==> src/rtl/fetch_pkg.sv <==
// Shared rv32i front-end types: widths, reset PC, decoder opcodes and the fetch buffer entry.
// FETCH_MISALIGN_EN adds a per-entry misalign tag; no latency or backpressure of its own.
package fetch_pkg;

  localparam int INSTR_W  = 32;
  localparam int PC_W     = 32;
  localparam int OPCODE_W = 7;

  localparam logic [PC_W-1:0] DEFAULT_RESET_PC = 32'h0000_0000;
  localparam logic [PC_W-1:0] PC_ALIGN_MASK    = 32'hFFFF_FFFC;

  localparam logic [OPCODE_W-1:0] I_TYPE = 7'b0010011;
  localparam logic [OPCODE_W-1:0] R_TYPE = 7'b0110011;
  localparam logic [OPCODE_W-1:0] LW     = 7'b0000011;
  localparam logic [OPCODE_W-1:0] SW     = 7'b0100011;
  localparam logic [OPCODE_W-1:0] BR     = 7'b1100011;
  localparam logic [OPCODE_W-1:0] JAL    = 7'b1101111;
  localparam logic [OPCODE_W-1:0] JALR   = 7'b1100111;

  typedef struct packed {
    logic [PC_W-1:0]    pc;
    logic [INSTR_W-1:0] instr;
`ifdef FETCH_MISALIGN_EN
    logic               misalign;
`endif
  } fetch_entry_t;

endpackage

==> src/rtl/fetch_fifo.sv <==
// 2-entry fetch buffer; write visible at head the cycle after push, flush beats push/pop.
// No internal backpressure: the caller never pushes into a full buffer unless it also pops.
module fetch_fifo
  import fetch_pkg::*;
(
  input  logic         clk,
  input  logic         reset,
  input  logic         flush,
  input  logic         push,
  input  fetch_entry_t push_dat,
  input  logic         pop,
  output logic [1:0]   count,
  output fetch_entry_t head
);

  fetch_entry_t mem_q [2];
  fetch_entry_t mem_d [2];
  logic         rd_ptr_q, rd_ptr_d;
  logic         wr_ptr_q, wr_ptr_d;
  logic [1:0]   count_q, count_d;
  logic         pop_ok, push_ok;

  assign pop_ok  = pop && (count_q != 2'd0);
  assign push_ok = push && ((count_q != 2'd2) || pop_ok);

  always_comb begin
    mem_d    = mem_q;
    rd_ptr_d = rd_ptr_q;
    wr_ptr_d = wr_ptr_q;
    count_d  = count_q;
    if (flush) begin
      rd_ptr_d = 1'b0;
      wr_ptr_d = 1'b0;
      count_d  = 2'd0;
    end else begin
      if (push_ok) begin
        mem_d[wr_ptr_q] = push_dat;
        wr_ptr_d        = ~wr_ptr_q;
      end
      if (pop_ok) rd_ptr_d = ~rd_ptr_q;
      case ({push_ok, pop_ok})
        2'b10:   count_d = count_q + 2'd1;
        2'b01:   count_d = count_q - 2'd1;
        default: count_d = count_q;
      endcase
    end
  end

  always_ff @(posedge clk) begin
    if (reset) begin
      mem_q    <= '{default: '0};
      rd_ptr_q <= 1'b0;
      wr_ptr_q <= 1'b0;
      count_q  <= 2'd0;
    end else begin
      mem_q    <= mem_d;
      rd_ptr_q <= rd_ptr_d;
      wr_ptr_q <= wr_ptr_d;
      count_q  <= count_d;
    end
  end

  assign count = count_q;
  // An empty buffer presents zeros so stale words never leak onto the decode bus.
  assign head  = (count_q == 2'd0) ? '0 : mem_q[rd_ptr_q];

endmodule

==> src/rtl/fetch_unit.sv <==
// rv32i fetch: request->if_valid 2 cycles, 1 instr/cycle; if_ready low holds head and stops requests at 2 outstanding.
// Redirect flushes buffered/in-flight words; FETCH_MISALIGN_EN adds if_misalign for unaligned redirect targets.
module fetch_unit
  import fetch_pkg::*;
#(
  parameter logic [PC_W-1:0] RESET_PC = DEFAULT_RESET_PC,
  parameter int              DEPTH    = 2
) (
  input  logic                clk,
  input  logic                reset,
  output logic                imem_req,
  output logic [PC_W-1:0]     imem_addr,
  input  logic [INSTR_W-1:0]  imem_rdata,
  input  logic                redirect_valid,
  input  logic [PC_W-1:0]     redirect_pc,
  output logic                if_valid,
  input  logic                if_ready,
  output logic [PC_W-1:0]     if_pc,
  output logic [INSTR_W-1:0]  if_instr,
  output logic [OPCODE_W-1:0] if_opcode
`ifdef FETCH_MISALIGN_EN
  ,
  output logic                if_misalign
`endif
);

  logic [PC_W-1:0] pc_q, pc_d;
  logic [PC_W-1:0] req_pc_q, req_pc_d;
  logic            inflight_q, inflight_d;
  logic            drop_q, drop_d;
  logic [1:0]      count;
  logic [2:0]      occupancy;
  logic            push, pop;
  fetch_entry_t    push_dat, head;
`ifdef FETCH_MISALIGN_EN
  logic            pc_mis_q, pc_mis_d;
  logic            req_mis_q, req_mis_d;
`endif

  assign pop  = if_valid && if_ready;
  assign push = inflight_q && !drop_q;

  // Buffered plus in-flight words after this cycle's pop; a request only issues if its word has a slot.
  assign occupancy = {1'b0, count} + {2'b00, inflight_q} - {2'b00, pop};
  assign imem_req  = !reset && !redirect_valid && (occupancy < 3'(DEPTH));
  assign imem_addr = pc_q;

  always_comb begin
    pc_d       = pc_q;
    req_pc_d   = req_pc_q;
    inflight_d = imem_req;
    drop_d     = redirect_valid && inflight_q;
    if (redirect_valid) begin
      pc_d = redirect_pc & PC_ALIGN_MASK;
    end else if (imem_req) begin
      pc_d     = pc_q + 32'd4;
      req_pc_d = pc_q;
    end
  end

`ifdef FETCH_MISALIGN_EN
  always_comb begin
    pc_mis_d  = pc_mis_q;
    req_mis_d = req_mis_q;
    if (redirect_valid) begin
      pc_mis_d = (redirect_pc[1:0] != 2'b00);
    end else if (imem_req) begin
      pc_mis_d  = 1'b0;
      req_mis_d = pc_mis_q;
    end
  end

  always_ff @(posedge clk) begin
    if (reset) begin
      pc_mis_q  <= 1'b0;
      req_mis_q <= 1'b0;
    end else begin
      pc_mis_q  <= pc_mis_d;
      req_mis_q <= req_mis_d;
    end
  end
`endif

  always_ff @(posedge clk) begin
    if (reset) begin
      pc_q       <= RESET_PC;
      req_pc_q   <= '0;
      inflight_q <= 1'b0;
      drop_q     <= 1'b0;
    end else begin
      pc_q       <= pc_d;
      req_pc_q   <= req_pc_d;
      inflight_q <= inflight_d;
      drop_q     <= drop_d;
    end
  end

  always_comb begin
    push_dat       = '0;
    push_dat.pc    = req_pc_q;
    push_dat.instr = imem_rdata;
`ifdef FETCH_MISALIGN_EN
    push_dat.misalign = req_mis_q;
`endif
  end

  fetch_fifo u_fifo (
    .clk      (clk),
    .reset    (reset),
    .flush    (redirect_valid),
    .push     (push),
    .push_dat (push_dat),
    .pop      (pop),
    .count    (count),
    .head     (head)
  );

  assign if_valid  = !reset && (count != 2'd0);
  assign if_pc     = reset ? '0 : head.pc;
  assign if_instr  = reset ? '0 : head.instr;
  assign if_opcode = if_instr[OPCODE_W-1:0];
`ifdef FETCH_MISALIGN_EN
  assign if_misalign = !reset && head.misalign;
`endif

endmodule

==> config.mk <==
export PLATFORM = sky130hd
export DESIGN_NAME = fetch_unit
export DESIGN_NICKNAME = d
export VERILOG_FILES = /design/src/rtl/fetch_pkg.sv /design/src/rtl/fetch_fifo.sv /design/src/rtl/fetch_unit.sv
export SDC_FILE = /design/constraint.sdc
export NUM_CORES = 1
export LEC_CHECK = 0
export CORE_AREA = 2 2 131 133
export CTS_CLUSTER_SIZE = 14
export DETAILED_ROUTE_END_ITERATION = 12
export DIE_AREA = 0 0 133 135
export PLACE_DENSITY = 0.91
export SYNTH_ARGS = -nofsm -noshare
export SYNTH_HDL_FRONTEND = slang
export SYNTH_SLANG_ARGS = --single-unit
==> constraint.sdc <==
create_clock -name clk -period 5.17 [get_ports clk]
set_input_delay 1.034 -clock clk [delete_from_list [all_inputs] [get_ports clk]]
set_output_delay 1.034 -clock clk [all_outputs]
set_load 0.02 [all_outputs]
==> reports/qor.yml, run 1 <==
clock_network:
  ctsLongestPathBuffers: 2
  worstSkewPairLatency_ps: 430
  clkTransAtPathRegs_ps: 60
  numCtsBuffers: 17
  clock-sinks: 190
  cts_resized: 0
  ctsHoldBuffers: 0
  post_cts_buffers: 0
  cts_tree: "yes"
  h-tree-depth: 4
  root_buffer: "clkbuf_16"
setup_path:
  cp-endpoint: "imem_req"
  worstPathArrival_ps: 3940
  crit_start: "if_ready"
  rrSetupSlack_ps: 1400
  required_ps: 4140
  reg2regPathDepth: 12
  r2r_end: "imem_addr[17]$_SDFFE_PP0P_"
  endpoint_kind: "primary output"
  critical_path.max_fanout: 3
  cp-start-kind: "input port"
  crit_type: "in2out"
  timing.rr.start: "u_fifo.count[1]$_SDFFE_PP0P_"
synthesis:
  synthArstFlopShare_pct: 0
  synth_top_area_share_pct: 44.74
  synthSimpleGateAreaFrac_pct: 23.94
  syn_inst: 1092
  yosysMostFrequentCell: "nand2_1"
  yosysSeqAreaShare_pct: 44.74
  synthMuxAreaShare_pct: 7.697
  yosysWarnings: 0
  yosys-top-cells-area: "dfxtp_1 (45%), nand2_1 (15%), a21oi_1 (11%)"
  synth_fa_ha_area_share_pct: 0.6770
  synth-xor-area-share_pct: 1.648
  ys.flop_type: "dfxtp_1"
  syn-cell-area_um2: 8502
  synth_top_area_cell: "dfxtp_1"
  synth_edf_count: 0
  synth_seq_cells: 190
  syn_avg_cell_area_um2: 7.786
  synth_top_family_by_area: "simple AND/OR/NAND/NOR gates"
  synth_compound_area_share_pct: 14.60
  synth_commonest_cells: "nand2_1 (332), dfxtp_1 (190), a21oi_1 (182)"
  synth.distinct_cells: 49
global_route:
  grt_pass1_vias: 7277
  grt_overflow_total: 0
  grt_max_degree: 102
  grt_usage_pct: 24.27
  antenna_found_initial: 0
  grt_pass1_wl_um: 35570
floorplan:
  row_count: 47
  num_io_pins: 173
  initial_core_util_pct: 51.82
  die_h_um: 135
  die_area_um2: 17960
  core_um2: 16410
  die-width_um: 133
min_path:
  worstHoldPathType: "reg2reg"
  worstHoldStart: "u_fifo.mem_q[117]$_SDFFE_PP0P_"
finish:
  antennaDiodeCount: 0
  area_delta_synth_final_pct: 25.59
  nFillCells: 1301
  seq_area_um2: 3807
  layoutNonFillerInstCount: 1434
  final_util_pct: 65.08
  final_area_um2: 10680
  nets: 1273
  drive_above_1_share_pct: 5.025
  multi_input_area_um2: 4159
pwr:
  leakagePower_nw: 3.373
  p_per_area_nw_per_um2: 295.3
  ir_drop_v: 0.0002200
  p_total_mw: 3.153
place:
  placed_area_um2: 10080
  place_hpwl_um: 13910
  dp.cells: 1402
  place.gp.congestion: 0.8334
  io_buffers: 166
  place_ws_ps: 231.0
timing:
  period_share_pct: 96.13
  report.final.slew_viol_count: 0
  clock_skew_ps: 10.68
  fin_ws_ps: 199.8
  finalSetupTns_ps: 0
  period_minus_slack_ps: 4970
  rsz0062_at_grt: "no"
  tightest_slew_ps: 1049
  whs_ps: 453.3
  setup_viol: 0
  final_hold_viol_count: 0
  max_slew_margin_pct: 30.08
  fmax_mhz: 201.2
drt:
  vias: 7834
  drt_first_pass_iters: 5
  route.detailed.drc: 0
  wire_per_inst_um: 15.21
  drtIter0Drc: 561
  wl_um: 21810
  antenna_left: 0
  viasPerCell: 5.463
run:
  maxCapViolations: 0
outcome:
  status: "complete, no violations"
## layout by cell type, fill, tap and decap left out, types with 6 or more instances in the layout
| master | n |
|---|---|
| nand2_1 | 332 |
| dfxtp_1 | 189 |
| a21oi_1 | 182 |
| clkdlybuf4s50_1 | 165 |
| nor2_1 | 76 |
| mux2i_1 | 62 |
| clkbuf_16 | 17 |
| xor2_1 | 13 |
| buf_4 | 13 |
| nand4_1 | 12 |
| nand3_1 | 12 |
| a31oi_1 | 11 |
| and2_1 | 10 |
| o22ai_1 | 10 |
| inv_1 | 9 |
| o21ai_0 | 8 |
| nor4_1 | 7 |
| and3_1 | 6 |
| a22oi_1 | 6 |
## state kept, by name (all words and copies together), names as in the netlist
| signal | count |
|---|---|
| u_fifo.count | 2 |
| imem_addr | 30 |
| inflight_q | 1 |
| req_pc_q | 30 |
| drop_q | 1 |
| u_fifo.mem_q | 124 |
| u_fifo.wr_ptr_q | 1 |
| u_fifo.rd_ptr_q | 1 |
## cell families (layout without fill, tap and decap cells)
family                   count (synthesis)  count (layout)
AND/OR/NAND/NOR                        481             481
AO/OA/AOI/OAI                          231             231
flip-flops                             190             190
buffers and inverters                  104             223
multiplexers                            65              65
XOR/XNOR                                16              16
adder cells (fa/ha/maj)                  4               4
other                                    1               4
## how the worst min path moves through the flow
stage                                     end  slack [ps]  depth (start not counted)
2_1_floorplan               drop_q$_SDFF_PP0_         430                          2
3_3_place_gp    u_fifo.mem_q[65]$_SDFFE_PP0P_         440                          2
3_5_place_dp   u_fifo.mem_q[118]$_SDFFE_PP0P_         450                          2
4_1_cts        u_fifo.mem_q[123]$_SDFFE_PP0P_         460                          2
5_1_grt        u_fifo.mem_q[125]$_SDFFE_PP0P_         470                          2
6_report       u_fifo.mem_q[117]$_SDFFE_PP0P_         450                          2
## critical path, stage by stage
cell             delay (ps)
clkdlybuf4s50_1         450
and2_1                  160
ha_1                    260
nand2b_1                150
fa_1                    520
or3b_1                  410
nand2b_2                220
inv_1                   120
clkdlybuf4s50_1         610
## routing by layer
layer | track usage [%] | part of all wire [%]
met2 | 40.50 | 48
met3 | 4.017 | 6.9
met1 | 31.77 | 43
met4 | 9.080 | 2.0
met5 | 0 | 0
## report_power, final
| part | switching, mW | leakage (nW) | total, mW | internal (mW) |
|---|---|---|---|---|
| logic | 0.159 | 1.55 | 0.285 | 0.126 |
| registers | 0.0467 | 1.54 | 1.55 | 1.50 |
| clock network | 0.584 | 0.282 | 1.32 | 0.738 |
| total | 0.789 | 3.37 | 3.15 | 2.36 |
## layout make-up
cell class | count | area share [%]
multi-input cells | 801 | 38.95
flip-flops and latches | 190 | 35.66
repair buffers | 181 | 16.86
clock buffers | 19 | 4.148
well taps | 220 | 2.578
clock inverters | 13 | 1.453
inverters | 10 | 0.3515
Power figures use the tool's default switching activity.
==> inputs of run 2 (changes only) <==
--- a/config.mk
+++ b/config.mk
@@ -5,11 +5,11 @@
 export SDC_FILE = /design/constraint.sdc
 export NUM_CORES = 1
 export LEC_CHECK = 0
-export CORE_AREA = 2 2 131 133
+export CORE_AREA = 2 2 159 161
 export CTS_CLUSTER_SIZE = 14
 export DETAILED_ROUTE_END_ITERATION = 12
-export DIE_AREA = 0 0 133 135
-export PLACE_DENSITY = 0.91
+export DIE_AREA = 0 0 161 163
+export PLACE_DENSITY = 0.69
 export SYNTH_ARGS = -nofsm -noshare
 export SYNTH_HDL_FRONTEND = slang
 export SYNTH_SLANG_ARGS = --single-unit
==> reports/qor.yml, run 2 (synthesized netlist as in run 1, its figures left out) <==
outcome:
  status: "complete, no violations"
setup_path:
  endpoint_kind: "primary output"
  critical_path.max_fanout: 3  # unchanged
  r2r_end: "imem_addr[17]$_SDFFE_PP0P_"
  worstPathArrival_ps: 3900  # -40 ps
  timing.rr.start: "u_fifo.count[1]$_SDFFE_PP0P_"
  crit_type: "in2out"
  rrSetupSlack_ps: 1460  # +60 ps
  required_ps: 4140  # about the same
  reg2regPathDepth: 12  # unchanged
  cp-start-kind: "input port"
clock_network:
  worstSkewPairLatency_ps: 430  # about the same
  post_cts_buffers: 0  # unchanged
  clkTransAtPathRegs_ps: 70  # about the same
  numCtsBuffers: 17  # unchanged
  clock-sinks: 190  # unchanged
  cts_tree: "yes"
  h-tree-depth: 4  # unchanged
  root_buffer: "clkbuf_16"
  cts_resized: 0  # unchanged
  ctsLongestPathBuffers: 2  # unchanged
  ctsHoldBuffers: 0  # unchanged
drt:
  wl_um: 22510  # +3.2%
  antenna_left: 0  # unchanged
  drtIter0Drc: 503  # -10%
  drt_first_pass_iters: 6  # +1
  route.detailed.drc: 0  # unchanged
  vias: 7599  # -3.0%
  wire_per_inst_um: 14.61  # -3.9%
  viasPerCell: 4.931  # -9.7%
timing:
  max_slew_margin_pct: 27.08  # -3.0 points
  fmax_mhz: 202.9  # +0.83%
  whs_ps: 453.4  # +0.1360 ps
  finalSetupTns_ps: 0  # unchanged
  setup_viol: 0  # unchanged
  fin_ws_ps: 240.9  # +41.11 ps
  tightest_slew_ps: 1094  # +45.00 ps
  period_share_pct: 95.34  # -0.80 points
  period_minus_slack_ps: 4929  # -41.11 ps
  report.final.slew_viol_count: 0  # unchanged
  clock_skew_ps: 12.24  # +1.558 ps
  rsz0062_at_grt: "no"
  final_hold_viol_count: 0  # unchanged
min_path:
  hold_path_depth: 2  # unchanged
  min_to: "u_fifo.mem_q[49]$_SDFFE_PP0P_"
  worstHoldStart: "u_fifo.mem_q[49]$_SDFFE_PP0P_"
  worstHoldPathType: "reg2reg"
global_route:
  grt_usage_pct: 16.98  # -7.3 points
  antenna_found_initial: 0  # unchanged
  grt_pass1_wl_um: 36090  # +1.5%
  grt_pass1_vias: 6895  # -5.2%
  grt_max_degree: 104  # +2.0%
  grt_overflow_total: 0  # unchanged
finish:
  largest_reg_flops: 124  # unchanged
  seq_area_um2: 3807  # unchanged
  final_common_cell: "nand2_1"
  drive_above_1_share_pct: 4.872  # -0.15 points
  layout_common_cells: "nand2_1 (332), dfxtp_1 (189), a21oi_1 (182)"
  multi_input_area_um2: 4159  # unchanged
  nFillCells: 2508  # +93%
  layoutNonFillerInstCount: 1541  # +7.5%
  antennaDiodeCount: 0  # unchanged
  final_util_pct: 43.73  # -21 points
  nets: 1271  # -0.16%
  area_delta_synth_final_pct: 26.92
  top_register: "u_fifo.mem_q"
floorplan:
  die_area_um2: 26240  # +46%
  num_io_pins: 173  # unchanged
  core_um2: 24670  # +50%
  die-width_um: 161  # +21%
  initial_core_util_pct: 34.46  # -17 points
  row_count: 58  # +23%
  die_h_um: 163  # +21%
pwr:
  ir_drop_v: 0.0001777  # -19%
  p_per_area_nw_per_um2: 297.4  # +0.71%
  leakagePower_nw: 3.377  # +0.13%
place:
  place_ws_ps: 228.9  # -2.114 ps
  place.gp.congestion: 0.7853  # -5.8%
  dp.cells: 1510  # +7.7%
  place_hpwl_um: 13950  # +0.29%
  io_buffers: 166  # unchanged
run:
  maxCapViolations: 0  # unchanged
## run 2: how the worst max path moves through the flow
stage / start / endpoint / slack [ps] / cells after the start
after floorplan: reset / imem_req / 180 / 14
after global placement: if_ready / imem_req / 240 / 9
final: if_ready / imem_req / 240 / 9
after CTS: if_ready / imem_req / 230 / 9
after detailed placement: if_ready / imem_req / 230 / 9
after global routing: if_ready / imem_req / 140 / 9
## run 2: layer usage
layer | global-route usage, % | vias to the layer above | wire length [µm]
li1 | - | 3848 | -
met1 | 23.61 | 3537 | 10780
met2 | 27.10 | 198 | 10380
met3 | 3.310 | 16 | 1120
met4 | 4.302 | 0 | 226
met5 | 0 | - | 0
## run 2: through the flow
stage / power, mW / cell area [µm²]
6_report: 3.209 / 10790
5_1_grt: 3.346 / 10790
4_1_cts: 3.250 / 10790
3_5_place_dp: 1.860 / 10180
3_3_place_gp: 1.858 / 10180
2_1_floorplan: 1.730 / 8513
## run 2: cell type report
type,instances,share of cell area [%]
Clock buffer,18,4.070
Clock inverter,13,1.612
Inverter,10,0.3479
Multi-Input combinational cell,801,38.54
Sequential cell,190,35.29
Tap cell,330,3.827
Timing Repair Buffer,179,16.32
## run 2: power by group
group | leakage [nW] | switching [mW] | internal [mW] | total (mW)
logic | 1.53 | 0.158 | 0.125 | 0.283
registers | 1.54 | 0.0464 | 1.50 | 1.55
clock network | 0.302 | 0.596 | 0.785 | 1.38
## run 2: worst max-delay path, stage by stage
cell,delay [ps]
clkdlybuf4s50_1,430
and2_1,150
ha_1,250
nand2b_1,150
fa_1,520
or3b_1,420
nand2b_2,210
inv_1,100
clkdlybuf4s50_1,610
==> inputs of run 3 (changes only) <==
==> constraint.sdc (replaced) <==
create_clock -name clk -period 5.6 [get_ports clk]
set_input_delay 1.12 -clock clk [delete_from_list [all_inputs] [get_ports clk]]
set_output_delay 1.12 -clock clk [all_outputs]
set_load 0.02 [all_outputs]
==> reports/qor.yml, run 3 (synthesized netlist as in run 1, its figures left out) <==
clock_network:
  post_cts_buffers: 0  # unchanged
  worstSkewPairLatency_ps: 430  # about the same
  numCtsBuffers: 17  # unchanged
  clkTransAtPathRegs_ps: 70  # about the same
  h-tree-depth: 4  # unchanged
  cts_resized: 0  # unchanged
  cts_tree: "yes"
  clock-sinks: 190  # unchanged
  root_buffer: "clkbuf_16"
  ctsLongestPathBuffers: 2  # unchanged
  ctsHoldBuffers: 0  # unchanged
finish:
  area_delta_synth_final_pct: 26.39
  final_common_cell: "nand2_1"
  multi_input_area_um2: 4159  # unchanged
  seq_area_um2: 3807  # unchanged
  largest_reg_flops: 124  # unchanged
  top_register: "u_fifo.mem_q"
  nets: 1269  # -0.16%
  layoutNonFillerInstCount: 1540  # -0.065%
  final_area_um2: 10750  # -0.42%
  nFillCells: 2497  # -0.44%
  drive_above_1_share_pct: 4.711  # -0.16 points
  antennaDiodeCount: 0  # unchanged
  final_util_pct: 43.55  # -0.18 points
  layout_common_cells: "nand2_1 (332), dfxtp_1 (189), a21oi_1 (182)"
pwr:
  p_seq_share_pct: 49.5  # +1.3 points
  p_sw_share_pct: 24.95  # about the same
  leakagePower_nw: 3.355  # -0.67%
  p_per_area_nw_per_um2: 268.4  # -9.7%
  p_total_mw: 2.884  # -10%
  clkPwrFrac_pct: 41.5  # -1.5 points
  power.internal_mw: 2.165  # -10%
  ir_drop_v: 0.0001361  # -23%
  combPwrFrac_pct: 9.0  # +0.2 points
  switching_power_mw: 0.7196  # -10%
min_path:
  worstHoldPathType: "reg2reg"
  worstHoldStart: "u_fifo.mem_q[49]$_SDFFE_PP0P_"
  min_to: "u_fifo.mem_q[49]$_SDFFE_PP0P_"
  hold_path_depth: 2  # unchanged
drt:
  wl_um: 22460  # -0.21%
  vias: 7574  # -0.33%
  route.detailed.drc: 0  # unchanged
  antenna_left: 0  # unchanged
  viasPerCell: 4.918  # -0.26%
  wire_per_inst_um: 14.59  # -0.15%
  drtIter0Drc: 496  # -1.4%
  drt_first_pass_iters: 5  # -1
timing:
  report.final.slew_viol_count: 0  # unchanged
  clock_skew_ps: 12.29  # +0.05010 ps
  tightest_slew_ps: 1155  # +61.31 ps
  fmax_mhz: 195.6
  max_slew_margin_pct: 22.63  # -4.4 points
  whs_ps: 452.8  # -0.6350 ps
  period_share_pct: 91.30
  final_hold_viol_count: 0  # unchanged
  finalSetupTns_ps: 0  # unchanged
  rsz0062_at_grt: "no"
  period_minus_slack_ps: 5113
  setup_viol: 0  # unchanged
  fin_ws_ps: 487.4  # +246.5 ps
global_route:
  grt_overflow_total: 0  # unchanged
  antenna_found_initial: 0  # unchanged
  grt_pass1_vias: 6832  # -0.91%
  grt_usage_pct: 16.72  # -0.26 points
  grt_pass1_wl_um: 35870  # -0.63%
  grt_max_degree: 98  # -5.8%
outcome:
  status: "complete, no violations"
setup_path:
  worstPathArrival_ps: 3990  # +90 ps
  timing.rr.start: "u_fifo.count[1]$_SDFFE_PP0P_"
  critical_path.max_fanout: 3  # unchanged
  endpoint_kind: "primary output"
  path_cells: "clkdlybuf4s50_1, and2_1, ha_1, nand2b_1, fa_1, or3b_1, nand2b_2, inv_1, clkdlybuf4s50_1"
  path_delay_family: "buffers and inverters"
  crit_type: "in2out"
  required_ps: 4480  # +340 ps
  reg2regPathDepth: 12  # unchanged
  crit_path_top_delay_cell: "clkdlybuf4s50_1"
  path_buf_inv: 3  # unchanged
  crit_top_cell: "clkdlybuf4s50_1"
  r2r_end: "imem_addr[15]$_SDFFE_PP0P_"
  cp-start-kind: "input port"
  slowest_delay_ps: 620  # about the same
  rrSetupSlack_ps: 1880  # +420 ps
run:
  maxCapViolations: 0  # unchanged
place:
  dp.cells: 1508  # -0.13%
  placed_area_um2: 10160  # -0.15%
  io_buffers: 166  # unchanged
  place.gp.congestion: 0.7734  # -1.5%
  place_hpwl_um: 13880  # -0.51%
  place_ws_ps: 485.4  # +256.5 ps
floorplan:
  die-width_um: 161  # unchanged
  core_um2: 24670  # unchanged
  row_count: 58  # unchanged
  initial_core_util_pct: 34.46  # unchanged
  die_area_um2: 26240  # unchanged
  die_h_um: 163  # unchanged
  num_io_pins: 173  # unchanged
run 3: worst max-delay path by stage:
stage              from  endpoint  slack [ps]  cells after the start
6_report       if_ready  imem_req         490                      9
2_1_floorplan     reset  imem_req         440                     14
4_1_cts        if_ready  imem_req         490                      9
5_1_grt           reset  imem_req         390                     12
3_5_place_dp   if_ready  imem_req         490                      9
3_3_place_gp   if_ready  imem_req         520                      9
run 3: metal layers:
metal | wire (µm) | track usage, % | vias up
met4 | 333 | 5.195 | 0
met2 | 10300 | 26.30 | 164
met5 | 0 | 0 | -
met3 | 865 | 3.107 | 21
met1 | 10970 | 23.28 | 3544
li1 | - | - | 3845
run 3: layout make-up:
cell class | instances | area share [%]
Multi-Input combinational cell | 801 | 38.71
Sequential cell | 190 | 35.43
Timing Repair Buffer | 177 | 16.24
Clock buffer | 21 | 4.483
Tap cell | 330 | 3.843
Clock inverter | 11 | 0.9432
Inverter | 10 | 0.3493
run 3: power groups by stage:
stage	Combinational, mW	Clock (mW)	Sequential (mW)
floorplan	0.136	0	1.46
global placement	0.257	0	1.46
detailed placement	0.259	0	1.46
CTS	0.261	1.23	1.43
global route	0.282	1.29	1.43
finish	0.259	1.20	1.43
run 3: tightest hold or removal path: cells and delay by family (launching register included):
kind	cells	cell delay [ps]
AO/OA/AOI/OAI	1	50
AND/OR/NAND/NOR	1	50
flip-flops	1	310
